==> src/rtl/cim_pkg.sv <==
// Shared constants and state encoding for the CIM macro array write-side logic.
// Geometry: 9 macros x 32b weight slices, 64 rows deep.
package cim_pkg;

   localparam int CIM_ROWS   = 64;
   localparam int CIM_ADDR_W = 6;
   localparam int MACRO_WW   = 32;
   localparam int ARRAY_WW   = 288;

   typedef enum logic [2:0] {
      IDLE,
      LOAD,
      WRITE,
      READ,
      DONE
   } loader_state_t;

endpackage

==> src/rtl/macro_weight_loader_if.sv <==
// Valid/ready weight-row stream between the weight DMA/buffer (master)
// and the macro weight loader (slave).
interface macro_weight_loader_if import cim_pkg::*; #(
   parameter int WORD_W = ARRAY_WW
) ();

   logic              w_valid;
   logic [WORD_W-1:0] w_data;
   logic              w_ready;

   modport master (
      output w_valid,
      output w_data,
      input  w_ready
   );

   modport slave (
      input  w_valid,
      input  w_data,
      output w_ready
   );

endinterface

==> src/rtl/macro_weight_loader.sv <==
// Streams 64 weight rows into the CIM macro array through its standard-write
// port, optionally reading each row back and flagging the first mismatch.
module macro_weight_loader import cim_pkg::*; #(
   parameter int ROWS   = CIM_ROWS,
   parameter int ADDR_W = CIM_ADDR_W,
   parameter int WORD_W = ARRAY_WW
) (
   input  logic              clk,
   input  logic              rst,
   input  logic              start,
   input  logic              verify_en,
   macro_weight_loader_if.slave ws,
   output logic              STDW,
   output logic              STDR,
   output logic [ADDR_W-1:0] STD_A,
   output logic [WORD_W-1:0] weight_in,
   input  logic [WORD_W-1:0] weight_out,
   output logic              CIM_en,
   output logic              busy,
   output logic              done,
   output logic              err,
   output logic [ADDR_W-1:0] err_addr
);

   localparam int                NMAC      = WORD_W / MACRO_WW;
   localparam logic [ADDR_W-1:0] LAST_ADDR = ADDR_W'(ROWS - 1);

   loader_state_t     state_reg, state_next;
   logic [ADDR_W-1:0] addr_reg;
   logic [WORD_W-1:0] wbuf_reg;
   logic              vmode_reg;
   logic              stdw_reg, stdr_reg, busy_reg, cim_en_reg, done_reg;
   logic              err_reg;
   logic [ADDR_W-1:0] err_addr_reg;
   logic              last_row;
   logic              mismatch;
   logic [NMAC-1:0]   macro_mis;

   // Readback compare is done per macro slice, then reduced.
   genvar gi;
   generate
      for (gi = 0; gi < NMAC; gi++) begin : g_mac
         assign macro_mis[gi] = weight_out[gi*MACRO_WW +: MACRO_WW] != wbuf_reg[gi*MACRO_WW +: MACRO_WW];
      end
   endgenerate

   assign mismatch = |macro_mis;
   assign last_row = (addr_reg == LAST_ADDR);

   always_ff @(posedge clk or posedge rst) begin
      if (rst) begin
         state_reg <= IDLE;
      end else begin
         state_reg <= state_next;
      end
   end

   always_comb begin
      state_next = state_reg;
      case (state_reg)
         IDLE:    if (start) state_next = LOAD;
         LOAD:    if (ws.w_valid) state_next = WRITE;
         WRITE:   if (vmode_reg) state_next = READ;
                  else           state_next = last_row ? DONE : LOAD;
         READ:    state_next = last_row ? DONE : LOAD;
         DONE:    state_next = IDLE;
         default: state_next = IDLE;
      endcase
   end

   // Strobes and status are registered from the next state so every array-facing
   // output comes straight from a flop.
   always_ff @(posedge clk or posedge rst) begin
      if (rst) begin
         addr_reg     <= '0;
         wbuf_reg     <= '0;
         vmode_reg    <= 1'b0;
         stdw_reg     <= 1'b0;
         stdr_reg     <= 1'b0;
         busy_reg     <= 1'b0;
         cim_en_reg   <= 1'b1;
         done_reg     <= 1'b0;
         err_reg      <= 1'b0;
         err_addr_reg <= '0;
      end else begin
         stdw_reg   <= (state_next == WRITE);
         stdr_reg   <= (state_next == READ);
         busy_reg   <= (state_next != IDLE);
         cim_en_reg <= (state_next == IDLE);
         done_reg   <= (state_next == DONE);

         if (state_next == IDLE) begin
            addr_reg <= '0;
         end else if (state_next == LOAD && (state_reg == WRITE || state_reg == READ)) begin
            addr_reg <= addr_reg + 1'b1;
         end

         if (state_reg == IDLE && start) begin
            vmode_reg    <= verify_en;
            err_reg      <= 1'b0;
            err_addr_reg <= '0;
         end

         if (state_reg == LOAD && ws.w_valid) begin
            wbuf_reg <= ws.w_data;
         end

         // Only the first mismatching row is remembered; err stays set until the next start.
         if (state_reg == READ && mismatch) begin
            err_reg <= 1'b1;
            if (!err_reg) begin
               err_addr_reg <= addr_reg;
            end
         end
      end
   end

   assign ws.w_ready = (state_reg == LOAD);
   assign STDW       = stdw_reg;
   assign STDR       = stdr_reg;
   assign STD_A      = addr_reg;
   assign weight_in  = wbuf_reg;
   assign CIM_en     = cim_en_reg;
   assign busy       = busy_reg;
   assign done       = done_reg;
   assign err        = err_reg;
   assign err_addr   = err_addr_reg;

endmodule

==> src/flat_wrapper.sv <==
// flat-port wrapper written by rule: the top's interface ports become plain ports
module macro_weight_loader_flat import cim_pkg::*;
#(
   parameter int ROWS   = CIM_ROWS,
   parameter int ADDR_W = CIM_ADDR_W,
   parameter int WORD_W = ARRAY_WW
)
  (clk, rst, start, verify_en, STDW, STDR, STD_A, weight_in, weight_out, CIM_en, busy, done, err, err_addr, ws_w_valid, ws_w_data, ws_w_ready);
  macro_weight_loader_if #(.WORD_W(WORD_W)) ws_i ();
  input  logic clk;
  input  logic rst;
  input  logic start;
  input  logic verify_en;
  output logic STDW;
  output logic STDR;
  output logic [ADDR_W-1:0] STD_A;
  output logic [WORD_W-1:0] weight_in;
  input  logic [WORD_W-1:0] weight_out;
  output logic CIM_en;
  output logic busy;
  output logic done;
  output logic err;
  output logic [ADDR_W-1:0] err_addr;
  input wire logic [$bits(ws_i.w_valid)-1:0] ws_w_valid;
  input wire logic [$bits(ws_i.w_data)-1:0] ws_w_data;
  output wire logic [$bits(ws_i.w_ready)-1:0] ws_w_ready;
  assign ws_i.w_valid = ws_w_valid;
  assign ws_i.w_data = ws_w_data;
  assign ws_w_ready = ws_i.w_ready;
  macro_weight_loader #(.ROWS(ROWS), .ADDR_W(ADDR_W), .WORD_W(WORD_W)) u_core (.clk(clk), .rst(rst), .start(start), .verify_en(verify_en), .ws(ws_i), .STDW(STDW), .STDR(STDR), .STD_A(STD_A), .weight_in(weight_in), .weight_out(weight_out), .CIM_en(CIM_en), .busy(busy), .done(done), .err(err), .err_addr(err_addr));
endmodule
==> config.mk <==
export PLATFORM = sky130hd
export DESIGN_NAME = macro_weight_loader_flat
export DESIGN_NICKNAME = d
export VERILOG_FILES = /design/src/rtl/cim_pkg.sv /design/src/rtl/macro_weight_loader_if.sv /design/src/rtl/macro_weight_loader.sv /design/src/flat_wrapper.sv
export SDC_FILE = /design/constraint.sdc
export NUM_CORES = 1
export LEC_CHECK = 0
export ABC_AREA = 1
export CORE_AREA = 2 2 343 345
export DETAILED_ROUTE_END_ITERATION = 10
export DIE_AREA = 0 0 345 347
export PLACE_DENSITY_LB_ADDON = 0.25
export SLEW_MARGIN = 10
export SYNTH_ARGS = -nofsm -noshare
export SYNTH_HDL_FRONTEND = slang
export SYNTH_SLANG_ARGS = --single-unit
==> constraint.sdc <==
create_clock -name clk -period 12.47 [get_ports clk]
set_input_delay 3.741 -clock clk [delete_from_list [all_inputs] [get_ports clk]]
set_output_delay 3.741 -clock clk [all_outputs]
set_load 0.03 [all_outputs]
== Word-level counts from Yosys, hierarchy flattened ==
Cells that the tools add are included.

* Output and inout port bits: 307
* Register bits: 310

* Reductions and logical operators: 11
* Mux-type cells: 12
* Equality and inequality tests: 17
* Add/sub/neg operators: 1

{| class="wikitable"
|+ Operators by type and width
! cell !! number
|-
| 32-bit != test || 9
|-
| 6-bit two-way mux || 5
|-
| 3-bit by 2-bit equality test with 1-bit output, second input constant || 4
|-
| 3-bit two-way mux || 4
|-
| 3-bit one-hot mux with 4 select lines || 1
|-
| 9-bit OR reduction || 1
|-
| 6-bit by 1-bit adder with 6-bit output, second input constant || 1
|-
| 3-bit by 1-bit equality test with 1-bit output, second input constant || 2
|-
| 6-bit equality test, second input constant || 1
|-
| 3-bit zero test || 2
|-
| 1-bit logical AND || 4
|-
| 2-bit nonzero test || 2
|-
| 3-bit equality test, second input constant || 1
|-
| 3-bit nonzero test || 1
|-
| 1-bit two-way mux || 2
|-
| 1-bit logical OR || 1
|}

== Logic depth before layout (Yosys ltp) ==
* Depth in word-level cells: 8
* Gate-level depth with buffers: 14

== Least setup slack after synthesis ==
Ideal clock, no wire load.

* Path kind: in2reg
* Start point: in weight_out[54]
* End point: reg u_core.err_reg, in the netlist u_core.err
* Path buffers: 0
* Arrival: 4686 ps
* Slack: 7654 ps
* Stages: 11
* Required time: 12340 ps
* Cells stage by stage: xor2_1 > nor2_1 > nand2_1 > nor2_1 > nand2_1 > nor2_1 > nand2_1 > nor2_1 > nand2_2 > nand2_2 > o21ai_1

* Longest elaborated chain between the ends: 4
* Elaborated cells on any way between the ends: 5
* Those cells by class: eq/ne: 1; mux: 1; reduce/logical: 3

{| class="wikitable"
|+ RTL lines
! what !! RTL line !! source
|-
| start: declaration || flat_wrapper.sv:18 || <nowiki>input logic [WORD_W-1:0] weight_out;</nowiki>
|-
| 32-bit != test (*) || macro_weight_loader.sv:43 || <nowiki>assign macro_mis[gi] = weight_out[gi*MACRO_WW +: MACRO_WW] != wbuf_reg[gi*MACRO_WW +: MACRO_WW];</nowiki>
|-
| 9-bit OR reduction (*) || macro_weight_loader.sv:47 || <nowiki>assign mismatch = |macro_mis;</nowiki>
|-
| 1-bit logical AND (*) || macro_weight_loader.sv:109 || <nowiki>if (state_reg == READ && mismatch) begin</nowiki>
|-
| 1-bit two-way mux or 2-bit nonzero test (tied branches) || n/a ||
|-
| end signal: assignment || macro_weight_loader.sv:83 || <nowiki>err_reg <= 1'b0;</nowiki>
|-
| end signal: assignment || macro_weight_loader.sv:100 || <nowiki>err_reg <= 1'b0;</nowiki>
|-
| end signal: assignment || macro_weight_loader.sv:110 || <nowiki>err_reg <= 1'b1;</nowiki>
|-
| end: declaration || macro_weight_loader.sv:33 || <nowiki>logic err_reg;</nowiki>
|}

Every way passes the cells marked *; elsewhere a longest branch is shown, timed or not.
A chain may end at the register's enable or synchronous reset.

== Worst setup path after layout ==
* Start point: in ws_w_valid
* End point: reg u_core.wbuf_reg[267], in the netlist u_core.weight_in[267]

* Longest elaborated chain between the ends: 1

{| class="wikitable"
|+ RTL lines
! what !! RTL line !! source
|-
| start: declaration || flat_wrapper.sv:24 || <nowiki>input wire logic [$bits(ws_i.w_valid)-1:0] ws_w_valid;</nowiki>
|-
| 1-bit logical AND || macro_weight_loader.sv:104 || <nowiki>if (state_reg == LOAD && ws.w_valid) begin</nowiki>
|-
| end signal: assignment || macro_weight_loader.sv:105 || <nowiki>wbuf_reg <= ws.w_data;</nowiki>
|-
| end: declaration || macro_weight_loader.sv:30 || <nowiki>logic [WORD_W-1:0] wbuf_reg;</nowiki>
|}

Every way passes these cells.

==> out/results.tsv <==
stage	metric	value	unit
floorplan	io_pins	888	
setup_path	cp.required	12.88	ns
finish	area_delta_synth_final	74.0	%
sta	worst_slew_pin_slew	0.982	ns
detailed_routing	via_count	16310	
floorplan	die_y	347	µm
clock_tree	cts_tree	yes	
sta	setup_slack	5.82	ns
run	drv_cap	0	
place	port_buffers	887	
synth	synth_warnings	0	
floorplan	core_region_area	0.116	mm²
place	gp_congestion	0.875	
sta	final-hold-violation-count	0	
clock_tree	cts_buffer_depth	3	
sta	worst_clock_skew	0.0123	ns
global_route	antenna_found_initial	23	
setup_path	regToRegStartpoint	u_core.state_reg[2]	
detailed_routing	drt-vias-per-instance	3.58	
synth	postSynthAreaPerCell	7.59	µm²
synth	yosysSeqAreaShare	0.482	
synth	synthTopCellsByCount	nand2_1, dfrtp_1, nor2_1	
finish	fillers	12881	
synth	syn-cell-area	0.0161	mm²
global_route	grt_pass1_vias	16682	
global_route	grt_pass1_wl	122	mm
setup_path	crit_path_max_incr_delay	0.76	ns
min_path	worstHoldEndpoint	u_core.weight_in[92]	
sta	setup_viol	0	
detailed_routing	antenna_left	0	
synth	synth_edf_count	0	
floorplan	dieArea	0.120	mm²
clock_tree	htreeDepth	2	
power	leakagePower	12.9	nW
sta	slew_headroom	0.343	
floorplan	die_w	345	µm
floorplan	num_rows	125	
synth	synth_nets	2701	
place	dp_slack	5.11	ns
min_path	holdPathStages	2	
finish	fin_nets	3577	
synth	synth.largest_area_cell	dfrtp_1	
sta	layout_min_cycle_time	6.65	ns
synth	synth_ff_type	dfrtp_1	
sta	grt_setup_unrepaired	false	
setup_path	path_cells	clkdlybuf4s50_1 > nand2_8 > inv_8 > buf_4 > buf_4 > o21ai_0	
clock_tree	clk_pin_slew_worst_paths	0.06	ns
global_route	grt.total_usage	0.141	
setup_path	regToRegSetupSlack	8.69	ns
synth	synth_cell_types	32	
finish	drive_gt1_frac	0.0330	
sta	fmax	150	MHz
setup_path	path_max_fanout	106	
sta	post-route-period-util	0.533	
detailed_routing	wl	86.7	mm
power	power-per-cell-area	246	mW/mm²
setup_path	slowest_stage	buf_4	
setup_path	crit_type	input port to flop	
power	peakVddDrop	0.000113	V
min_path	min_path_type	flop to flop	
clock_tree	cts.repair.resized	0	
clock_tree	insertion_delay	0.58	ns
status	status	completed	
floorplan	start_util	0.139	
synth	synthArstFlopShare	1.00	
place	dp_hpwl	69.3	mm
sta	slew_viol_final	0	
clock_tree	cts_buffers	43	
detailed_routing	avgRoutedWirePerCell	19.0	µm
synth	syn_inst	2119	
detailed_routing	first_pass_iters	5	
setup_path	r2r_cells	6	
power	p_total	6.87	mW
synth	synth_area_leaders	dfrtp_1, nand2_1, xor2_1	
global_route	grt_max_degree	120	
global_route	grt_overflow	0	
clock_tree	clkSinkCount	310	
detailed_routing	drt-initial-drc-count	687	
setup_path	arrival	7.06	ns
detailed_routing	post-route-drc-count	0	
sta	setup_tns	0	ns
min_path	hold_path.startpoint	u_core.weight_in[92]	
setup_path	startpoint_type	input port	
clock_tree	cts_setup_buffers	0	
setup_path	reg2reg_to	u_core.weight_in[267]	
setup_path	crit_top_cell	buf_4	
clock_tree	cts_root_buffer	clkbuf_16	
setup_path	crit_path_end_kind	flop	
synth	synthMostInstantiatedCell	nand2_1	
synth	synth_seq_cells	310	
synth	synth_top_area_share	0.481	
clock_tree	cts_hold_buf	0	
finish	largest_register_ffs	288	
-- layer usage --
layer	global-route usage	vias to the layer above	wire length, µm
li1	-	8103	-
met1	0.177	7514	37600
met2	0.230	576	40600
met3	0.0473	99	6630
met4	0.0356	18	1660
met5	0	-	115
-- worst max-delay path by stage --
stage                from                    end  slack, ns  cells after the start
2_1_floorplan         rst            u_core.STDR       0.16                      1
3_3_place_gp   ws_w_valid  u_core.weight_in[267]       5.19                      6
3_5_place_dp   ws_w_valid  u_core.weight_in[267]       5.11                      6
4_1_cts        ws_w_valid  u_core.weight_in[168]       5.74                      6
5_1_grt        ws_w_valid  u_core.weight_in[168]       5.52                      6
6_report       ws_w_valid  u_core.weight_in[267]       5.82                      6
-- layout by cell type, fill, tap and decap left out --
| cell | n |
|---|---|
| inv_1 | 144 |
| clkbuf_8 | 12 |
| nor3_2 | 2 |
| nor3_4 | 2 |
| nand2_1 | 1049 |
| inv_2 | 2 |
| a211oi_2 | 1 |
| nand2_8 | 2 |
| clkinv_8 | 1 |
| clkinv_2 | 9 |
| o21ai_0 | 56 |
| o21ai_1 | 11 |
| inv_8 | 2 |
| nand4_1 | 12 |
| nand2_4 | 1 |
| ha_1 | 1 |
| o21ai_4 | 1 |
| a21oi_1 | 2 |
| nand2_2 | 3 |
| buf_12 | 2 |
| inv_4 | 1 |
| clkbuf_16 | 45 |
| diode_2 | 7 |
| nor2_1 | 212 |
| o211ai_1 | 1 |
| buf_4 | 6 |
| clkinv_1 | 6 |
| xnor2_1 | 40 |
| dfstp_2 | 1 |
| clkinv_4 | 1 |
| clkbuf_1 | 10 |
| clkdlybuf4s50_1 | 887 |
| nand3_1 | 9 |
| xor2_1 | 176 |
| nor2_8 | 2 |
| a31oi_1 | 1 |
| dfrtp_1 | 309 |
| o21ai_2 | 4 |
-- logic make-up (layout without fill, tap and decap cells) --
logic type / after synthesis / in the layout / share of synthesized area
other: 0 / 7 / 0
and+or+nand+nor: 1294 / 1294 / 0.311
xor gates and xnor gates: 216 / 216 / 0.118
DFF: 310 / 310 / 0.482
AOI/OAI and AO/OA: 77 / 77 / 0.0263
adders and majority gates: 1 / 1 / 0.000778
buffers and inverters: 221 / 1128 / 0.0620
-- worst max-delay path: cells and delay by family --
kind	cells	cell delay (ns)
buffers and inverters	4	2.56
and+or+nand+nor	1	0.41
AOI/OAI and AO/OA	1	0.18
-- layout make-up --
| class | instances | area (µm²) | area share |
|---|---|---|---|
| Timing Repair Buffer | 895 | 8960 | 0.320 |
| Sequential cell | 310 | 7760 | 0.277 |
| Multi-Input combinational cell | 1588 | 7340 | 0.262 |
| Tap cell | 1524 | 1910 | 0.0681 |
| Clock buffer | 67 | 1330 | 0.0475 |
| Inverter | 157 | 624 | 0.0223 |
| Clock inverter | 9 | 45.0 | 0.00161 |
| Antenna cell | 7 | 17.5 | 0.000626 |
-- per-stage QoR --
stage / hold slack, ns / utilization / instances / cell area (µm²)
finish: 0.524 / 0.242 / 4557 / 28000
CTS: 0.527 / 0.242 / 4550 / 28000
floorplan: 0.512 / - / 2119 / 16100
detailed placement: 0.506 / 0.230 / 4474 / 26600
global route: 0.540 / 0.242 / 4557 / 28000
global placement: 0.510 / 0.230 / 4474 / 26600
-- power by group --
| group | switching (mW) | leakage, nW | internal [mW] |
|---|---|---|---|
| clock | 0.500 | 0.688 | 0.727 |
| sequential | 0.589 | 3.86 | 1.47 |
| combinational | 2.15 | 8.35 | 1.43 |
| total | 3.24 | 12.9 | 3.63 |
(Power assumes the default switching activity.)
